==> config.mk <==
export PLATFORM = sky130hd
export DESIGN_NAME = icache_mem_burst_bridge
export DESIGN_NICKNAME = d
export VERILOG_FILES = /design/src/rtl/icache_mem_burst_bridge.sv
export SDC_FILE = /design/constraint.sdc
export NUM_CORES = 1
export LEC_CHECK = 0
export CORE_AREA = 2 2 124 126
export CTS_BUF_LIST = sky130_fd_sc_hd__clkbuf_8
export CTS_CLUSTER_SIZE = 12
export DETAILED_ROUTE_END_ITERATION = 8
export DIE_AREA = 0 0 126 128
export PLACE_DENSITY = 0.8
export SLEW_MARGIN = 20
export SYNTH_ARGS = -nofsm -noshare
export SYNTH_HDL_FRONTEND = slang
export SYNTH_SLANG_ARGS = --single-unit
==> constraint.sdc <==
create_clock -name clk -period 2.2 [get_ports clk]
set_input_delay 0.44 -clock clk [delete_from_list [all_inputs] [get_ports clk]]
set_output_delay 0.44 -clock clk [all_outputs]
set_load 0.02 [all_outputs]
==> src/rtl/icache_mem_burst_bridge.sv <==
// Turns one instruction-cache line read into BEATS word reads and replays the returned
// words as a valid/ready/last burst. Word requests are credit-limited so that the memory
// response port never needs backpressure.
module icache_mem_burst_bridge #(
    parameter int BEATS      = 8,
    parameter int FIFO_DEPTH = 4
) (
    input  logic        clk,
    input  logic        rst,
    input  logic        line_req_valid,
    input  logic [31:0] line_req_addr,
    output logic        line_req_ready,
    output logic        line_rsp_valid,
    output logic [31:0] line_rsp_data,
    output logic        line_rsp_last,
    input  logic        line_rsp_ready,
    output logic        mem_req_valid,
    output logic [31:0] mem_req_addr,
    input  logic        mem_req_ready,
    input  logic        mem_rsp_valid,
    input  logic [31:0] mem_rsp_data
);

    localparam int BW = (BEATS > 1) ? $clog2(BEATS) : 1;
    localparam int PW = $clog2(FIFO_DEPTH);
    localparam int CW = PW + 1;
    localparam int SW = CW + 1;
    localparam logic [BW-1:0] LAST_BEAT   = BW'(BEATS - 1);
    localparam logic [SW-1:0] DEPTH_LIMIT = SW'(FIFO_DEPTH);
    localparam logic [31:0]   LINE_MASK   = ~(32'(BEATS * 4) - 32'd1);

    typedef enum logic [1:0] {
        IDLE,
        ISSUE,
        DRAIN
    } state_t;

    state_t        state;
    logic [31:0]   base;
    logic [BW-1:0] issue_cnt;
    logic [BW-1:0] ret_cnt;
    logic [CW-1:0] outstanding;
    logic [CW-1:0] fifo_count;
    logic [PW-1:0] wr_ptr;
    logic [PW-1:0] rd_ptr;
    logic [31:0]   fifo_mem [FIFO_DEPTH];

    logic          mem_hs;
    logic          push;
    logic          pop;
    logic          credit_ok;
    logic [SW-1:0] in_use;

    // Every output is decoded from registered state only; there is no input-to-output path.
    assign in_use         = {1'b0, fifo_count} + {1'b0, outstanding};
    assign credit_ok      = in_use < DEPTH_LIMIT;
    assign line_req_ready = (state == IDLE);
    assign mem_req_valid  = (state == ISSUE) && credit_ok;
    assign mem_req_addr   = base + 32'({issue_cnt, 2'b00});
    assign line_rsp_valid = (fifo_count != '0) && (state != IDLE);
    assign line_rsp_data  = line_rsp_valid ? fifo_mem[rd_ptr] : 32'd0;
    assign line_rsp_last  = line_rsp_valid && (ret_cnt == LAST_BEAT);

    assign mem_hs = mem_req_valid && mem_req_ready;
    assign push   = mem_rsp_valid && (state != IDLE);
    assign pop    = line_rsp_valid && line_rsp_ready;

    always_ff @(posedge clk) begin
        if (rst) begin
            state       <= IDLE;
            base        <= 32'd0;
            issue_cnt   <= '0;
            ret_cnt     <= '0;
            outstanding <= '0;
            fifo_count  <= '0;
            wr_ptr      <= '0;
            rd_ptr      <= '0;
        end else begin
            case (state)
                IDLE: begin
                    if (line_req_valid) begin
                        base      <= line_req_addr & LINE_MASK;
                        issue_cnt <= '0;
                        ret_cnt   <= '0;
                        state     <= ISSUE;
                    end
                end
                ISSUE: begin
                    if (mem_hs) begin
                        if (issue_cnt == LAST_BEAT) begin
                            state <= DRAIN;
                        end else begin
                            issue_cnt <= issue_cnt + BW'(1);
                        end
                    end
                end
                DRAIN: begin
                    if (pop && (ret_cnt == LAST_BEAT)) begin
                        state <= IDLE;
                    end
                end
                default: state <= IDLE;
            endcase

            if (pop) begin
                rd_ptr  <= rd_ptr + PW'(1);
                ret_cnt <= ret_cnt + BW'(1);
            end
            if (push) begin
                wr_ptr <= wr_ptr + PW'(1);
            end

            case ({push, pop})
                2'b10:   fifo_count <= fifo_count + CW'(1);
                2'b01:   fifo_count <= fifo_count - CW'(1);
                default: fifo_count <= fifo_count;
            endcase

            // Responses arriving while idle belong to an aborted line and are not counted.
            case ({mem_hs, push})
                2'b10:   outstanding <= outstanding + CW'(1);
                2'b01:   outstanding <= outstanding - CW'(1);
                default: outstanding <= outstanding;
            endcase
        end
    end

    always_ff @(posedge clk) begin
        if (push) begin
            fifo_mem[wr_ptr] <= mem_rsp_data;
        end
    end

endmodule

Word-level counts from Yosys, hierarchy flattened:

Memories as Yosys holds them, arrays and structs flattened. A register that Yosys moved wholly into a read port is not among the register bits.
Index checks and enable logic that the tools add are counted.

* bits in registers: 45
* latch bits: 0
* RAM bits: 128
* memory bits (read-only): 0
* bits of input ports: 70
* output and inout bits: 68
* word-level logic and storage cells: 70
* memories kept: 1

* add/subtract/negate cells: 10
* multiply operators: 0
* div/mod/pow operators: 0
* $lt $le $gt $ge: 1
* eq/ne operators: 13
* shift-type cells: 0
* muxes and demuxes: 18
* bitwise operators: 0
* reductions and logical operators: 19

Memories
* fifo_mem: depth 4, bits a word 32, read ports 1, clocked after Yosys merged registers in 1, wr ports 1, RTL line 46 `logic [31:0] fifo_mem [FIFO_DEPTH];`

Operators by type and width (count)
* adder 32 x 5 -> 32 bit: 1
* 2-to-1 mux 32 bit: 1
* one-hot mux 3 bit (2 select lines): 3
* 2-to-1 mux 3 bit: 5
* adder 3 x 1 -> 3 bit, second input constant: 4
* 2-to-1 mux 2 bit: 6
* nonzero test 2 bit: 6
* != test 2 bit, second input constant: 4
* AND reduction 4 bit: 2
* logical AND 1 bit: 7
* == test 2 x 1 -> 1 bit, second input constant: 3
* == test 2 bit, second input constant: 3
* == test 3 bit, second input constant: 2
* one-hot mux 2 bit (3 select lines): 1
* subtractor 3 x 1 -> 3 bit, second input constant: 2
* adder 2 x 1 -> 2 bit, second input constant: 2
* adder 3 x 3 -> 4 bit: 1
* < comparator 4 x 3 -> 1 bit, second input constant: 1
* AND reduction 2 bit: 2
* nonzero test 3 bit: 1
* zero test 2 bit: 1
* 2-to-1 mux 1 bit: 2
* != test 2 x 1 -> 1 bit, second input constant: 1

Logic depth before layout (Yosys ltp):

* depth after elaboration: 6
* mapped depth: 10
* mapped depth without buffers: 10

Worst setup path before layout:

Ideal clock, no wire load.

* path type: flip-flop to flip-flop
* start: reg fifo_count[2]
* end: reg outstanding[2]
* library setup time: 0.070 ns
* arrival: 2.272 ns
* required time: 2.130 ns
* setup slack: -0.142 ns
* stages on the path, launching flop included: 11
* buffers on the path: 0
* clock period less this slack: 2.342 ns
* path through: dfxtp_1 ha_1 or4b_4 nor2_1 nand2_1 ha_1 inv_1 fa_1 xor2_1 or3_1 a21oi_1

* cells in the longest elaborated chain, start to end: 6
* elaborated cells on any way between the ends: 8
* those cells by class: add/sub (1); order compare (1); eq/ne (2); mux (1); reduce/logical (3)

RTL lines
* start, declared: RTL line 43 `logic [CW-1:0] fifo_count;`
* start signal, assigned: RTL line 114 `2'b10: fifo_count <= fifo_count + CW'(1);`
* start signal, assigned: RTL line 115 `2'b01: fifo_count <= fifo_count - CW'(1);`
* start signal, assigned: RTL line 116 `default: fifo_count <= fifo_count;`
* adder 3 x 3 -> 4 bit *: RTL line 55 `assign in_use = {1'b0, fifo_count} + {1'b0, outstanding};`
* < comparator 4 x 3 -> 1 bit *: RTL line 56 `assign credit_ok = in_use < DEPTH_LIMIT;`
* logical AND 1 bit *: RTL line 58 `assign mem_req_valid = (state == ISSUE) && credit_ok;`
* logical AND 1 bit *: RTL line 64 `assign mem_hs = mem_req_valid && mem_req_ready;`
* == test 2 x 1 -> 1 bit or == test 2 bit (tied branches): RTL line 120 `case ({mem_hs, push})`
* one-hot mux 3 bit (2 select lines) or nonzero test 2 bit (tied branches)
* end signal, assigned: RTL line 121 `2'b10: outstanding <= outstanding + CW'(1);`
* end signal, assigned: RTL line 122 `2'b01: outstanding <= outstanding - CW'(1);`
* end signal, assigned: RTL line 123 `default: outstanding <= outstanding;`
* end, declared: RTL line 42 `logic [CW-1:0] outstanding;`

Mark *: on every way between the ends. The rest lies on a longest branch, timed or not.
A chain may end at the register's enable or synchronous reset.

==> impl_metrics.xml <==
<?xml version="1.0" encoding="UTF-8"?>
<metrics>
  <group name="run_status">
    <metric name="status" unit="">finished with violations</metric>
    <metric name="failed_checks" unit="">setup timing</metric>
  </group>
  <group name="worst_setup_path">
    <metric name="setup.worst_path.class" unit="">reg2out</metric>
    <metric name="crit_path_end_kind" unit="">output port</metric>
    <metric name="critPathArrivalTime" unit="ns">1.97</metric>
    <metric name="cp_cell_sequence" unit="">buf_6, buf_12, buf_16, mux4_2, and2_4, buf_6</metric>
    <metric name="top_delay_family_on_crit_path" unit="">multiplexers</metric>
    <metric name="crit_path_max_fanout" unit="">5</metric>
    <metric name="cp_num_buf_inv" unit="">4</metric>
    <metric name="crit_path_top_delay_cell" unit="">sky130_fd_sc_hd__mux4_2</metric>
    <metric name="critPathMaxStageDelay" unit="ns">0.51</metric>
    <metric name="critPathLaunchType" unit="">flip-flop</metric>
    <metric name="cp.required" unit="ns">1.76</metric>
    <metric name="critical-path-top-cell-by-count" unit="">sky130_fd_sc_hd__buf_6</metric>
  </group>
  <group name="worst_hold_path">
    <metric name="min-delay-path-class" unit="">reg2reg</metric>
  </group>
  <group name="clocking">
    <metric name="numCtsBuffers" unit="">17</metric>
    <metric name="cts-root-to-sink-buffers" unit="">2</metric>
    <metric name="cts_root_buf" unit="">sky130_fd_sc_hd__clkbuf_8</metric>
    <metric name="cts_max_level" unit="">4</metric>
    <metric name="clk_latency" unit="ns">0.45</metric>
    <metric name="numClockSinks" unit="">175</metric>
    <metric name="clk_pin_slew" unit="ns">0.08</metric>
    <metric name="cts_tree" unit="">built</metric>
  </group>
  <group name="sta">
    <metric name="timing.final.ws_setup" unit="ns">-0.212</metric>
    <metric name="min_period_over_period" unit="">1.10</metric>
    <metric name="max_clock_freq" unit="MHz">415</metric>
    <metric name="timing.final.setup_violations" unit="">35</metric>
    <metric name="post-route-min-period" unit="ns">2.41</metric>
    <metric name="final_hold_viol_count" unit="">0</metric>
    <metric name="timing.clock.skew" unit="ns">0.0111</metric>
    <metric name="hold-worst-slack" unit="ns">0.461</metric>
    <metric name="grt_setup_unrepaired" unit="">true</metric>
    <metric name="finalMaxSlewViolations" unit="">0</metric>
  </group>
  <group name="floorplan">
    <metric name="rows" unit="">45</metric>
    <metric name="die_area" unit="µm²">16100</metric>
    <metric name="io-pin-count" unit="">138</metric>
    <metric name="die-height" unit="µm">128</metric>
    <metric name="die_width" unit="µm">126</metric>
    <metric name="coreArea" unit="µm²">14900</metric>
    <metric name="initial_core_util" unit="">0.465</metric>
  </group>
  <group name="routing">
    <metric name="route.vias.total" unit="">4386</metric>
    <metric name="antenna_violating_nets_post_route" unit="">0</metric>
    <metric name="avgViaCountPerCell" unit="">5.25</metric>
    <metric name="drt_drc_violations_left" unit="">0</metric>
    <metric name="dr.first_iter.drc_count" unit="">229</metric>
    <metric name="routed_wirelength" unit="µm">15100</metric>
    <metric name="avgRoutedWirePerCell" unit="µm">18.0</metric>
    <metric name="detailedRoute.firstPassIterationCount" unit="">5</metric>
  </group>
  <group name="yosys">
    <metric name="synthCells" unit="">450</metric>
    <metric name="synth_seq_cells" unit="">175</metric>
    <metric name="synth_area_per_cell" unit="µm²">15.4</metric>
    <metric name="asyncSetResetFlopFracSynth" unit="">0</metric>
    <metric name="yosysUniqueCellTypes" unit="">39</metric>
    <metric name="synth_edf_count" unit="">128</metric>
    <metric name="synth.yosys.warnings" unit="">0</metric>
    <metric name="post_synth_instance_area" unit="µm²">6910</metric>
    <metric name="synth_seq_area_share" unit="">0.692</metric>
    <metric name="synth_flop_cell" unit="">sky130_fd_sc_hd__edfxtp_1</metric>
  </group>
  <group name="placement">
    <metric name="globalplace.congestion" unit="">0.720</metric>
    <metric name="hpwl" unit="µm">9090</metric>
    <metric name="numPlacedInstances" unit="">783</metric>
    <metric name="post_dp_area" unit="µm²">8750</metric>
    <metric name="count_of_input_and_output_buffers" unit="">130</metric>
  </group>
  <group name="power_and_ir_drop">
    <metric name="cellLeakagePower" unit="nW">3.43</metric>
    <metric name="switch_pwr" unit="mW">1.51</metric>
    <metric name="comb_power_share" unit="">0.116</metric>
    <metric name="power.share.sequential" unit="">0.538</metric>
    <metric name="power_frac_clock" unit="">0.347</metric>
    <metric name="max-vdd-ir-drop" unit="mV">0.425</metric>
    <metric name="sw_frac_of_total" unit="">0.223</metric>
    <metric name="power_density" unit="nW/µm²">701</metric>
    <metric name="power_report.internal_total" unit="mW">5.28</metric>
  </group>
  <group name="flow_run">
    <metric name="max_cap_viol_count" unit="">0</metric>
  </group>
  <group name="finish">
    <metric name="layout-drive-gt1-share" unit="">0.325</metric>
    <metric name="finish.net_count" unit="">718</metric>
    <metric name="postLayoutCellArea" unit="µm²">9690</metric>
    <metric name="area_growth" unit="%">40.2</metric>
    <metric name="final-instance-count-excl-fill" unit="">836</metric>
  </group>
  <group name="global_routing">
    <metric name="initial_antenna_violation_count" unit="">1</metric>
    <metric name="wire_length_of_the_first_global_routing_pass" unit="µm">23600</metric>
    <metric name="overflow" unit="">0</metric>
    <metric name="gr-usage-all-layers" unit="">0.191</metric>
    <metric name="vias_in_the_first_global_route" unit="">4568</metric>
    <metric name="pin_count_of_the_biggest_net_entering_global_routing" unit="">33</metric>
  </group>
</metrics>
[kinds of logic after synthesis]
group	Yosys count	share of synthesized area
flip-flops	175	0.692
AND/OR/NAND/NOR	131	0.0975
AO/OA/AOI/OAI	53	0.0460
buffers and inverters	37	0.0228
multiplexers	35	0.109
adder cells (fa/ha/maj)	14	0.0275
XOR/XNOR	4	0.00507
other	1	0.000542
[registers in the layout, indices dropped and copies added, names as in the netlist, named ones only]
name / cells
fifo_mem: 128
outstanding: 3
wr_ptr: 2
ret_cnt: 3
rd_ptr: 2
state: 2
issue_cnt: 3
base: 27
fifo_count: 3
[area by class of cell]
type	count	area, µm²
antenna	1	2.50
clock buffer	17	234
clock inverter	15	193
fill	1062	5170
inverter	12	47.5
multi-input combinational	239	2110
sequential	175	4800
tap	188	235
timing repair buffer	189	2080
[layer usage]
metal	GRT usage	up-vias	wire length (µm)
met5	0	-	0
met1	0.221	2177	5980
met3	0.0647	18	1040
li1	-	2037	-
met2	0.341	154	7840
met4	0.0530	0	215
[what timing repair did]
action                     CTS  global route
resized for setup          227            38
setup buffers               11             5
gates cloned                 6             0
setup endpoints to repair   38            36
hold buffers                 0             0
pin swaps                   26            11
[synth_stat cells, drive strengths merged (4+ instances only)]
master / instances / area share
buf: 15 / 0.011
edfxtp: 128 / 0.56
or3: 4 / 0.0036
and2: 37 / 0.033
mux4: 32 / 0.10
ha: 12 / 0.022
a21oi: 38 / 0.028
nor2: 14 / 0.0076
inv: 12 / 0.0065
nand2: 58 / 0.031
dfxtp: 47 / 0.14
o21ai: 4 / 0.0029
xor2: 4 / 0.0051
clkbuf: 10 / 0.0056
nand3: 4 / 0.0029
[power by group through the flow]
| stage | Clock, mW | Sequential, mW | Combinational, mW |
|---|---|---|---|
| finish | 2.35 | 3.65 | 0.787 |
| global route | 2.54 | 3.66 | 0.843 |
| CTS | 2.42 | 3.65 | 0.758 |
| detailed placement | 0 | 3.73 | 0.674 |
| global placement | 0 | 3.72 | 0.654 |
| floorplan | 0 | 3.75 | 0.278 |
[cells in the final DEF (no fill, tap or decap), types with 4 or more instances in the layout]
cell                                n
sky130_fd_sc_hd__nand3_1            4
sky130_fd_sc_hd__buf_6             41
sky130_fd_sc_hd__clkdlybuf4s50_1   95
sky130_fd_sc_hd__dfxtp_1           41
sky130_fd_sc_hd__dfxtp_2            4
sky130_fd_sc_hd__and2_4            32
sky130_fd_sc_hd__bufinv_16          4
sky130_fd_sc_hd__xor2_1             4
sky130_fd_sc_hd__or3_1              4
sky130_fd_sc_hd__ha_1               9
sky130_fd_sc_hd__nand2_1           57
sky130_fd_sc_hd__edfxtp_1         128
sky130_fd_sc_hd__o21ai_0            4
sky130_fd_sc_hd__and2_2             4
sky130_fd_sc_hd__buf_4             31
sky130_fd_sc_hd__mux4_2            32
sky130_fd_sc_hd__inv_1             12
sky130_fd_sc_hd__a21oi_1           38
sky130_fd_sc_hd__nor2_1            12
sky130_fd_sc_hd__buf_16             5
sky130_fd_sc_hd__clkbuf_8          17
sky130_fd_sc_hd__buf_12            14
[worst paths after layout]
path                                   start                     endpoint  slack [ns]  depth (start not counted)
hold / removal         base[11]$_SDFFE_PP0P_        base[11]$_SDFFE_PP0P_        0.46                          2
hold reg to reg        base[11]$_SDFFE_PP0P_        base[11]$_SDFFE_PP0P_        0.46                          2
setup reg to reg  fifo_count[2]$_SDFFE_PP0P_  outstanding[2]$_SDFFE_PP0P_       -0.17                         11
setup / recovery                   flip-flop            line_rsp_data[18]       -0.21                          6
[tightest hold or removal path: stages (launching register included)]
cell	delay, ns
sky130_fd_sc_hd__dfxtp_1	0.32
sky130_fd_sc_hd__nand2_1	0.05
sky130_fd_sc_hd__a21oi_1	0.05
[through the flow]
stage          power, mW  worst slack, ns  setup TNS [ns]  utilization
3_5_place_dp        4.40           -0.402           -2.37        0.589
5_1_grt             7.04           -0.285           -7.62        0.652
4_1_cts             6.83           -0.256           -6.14        0.641
6_report            6.79           -0.212           -5.13        0.652
2_1_floorplan       4.03          -0.0511         -0.0511            -
3_3_place_gp        4.37           -0.331           -1.85        0.589
(Power assumes the default switching activity.)
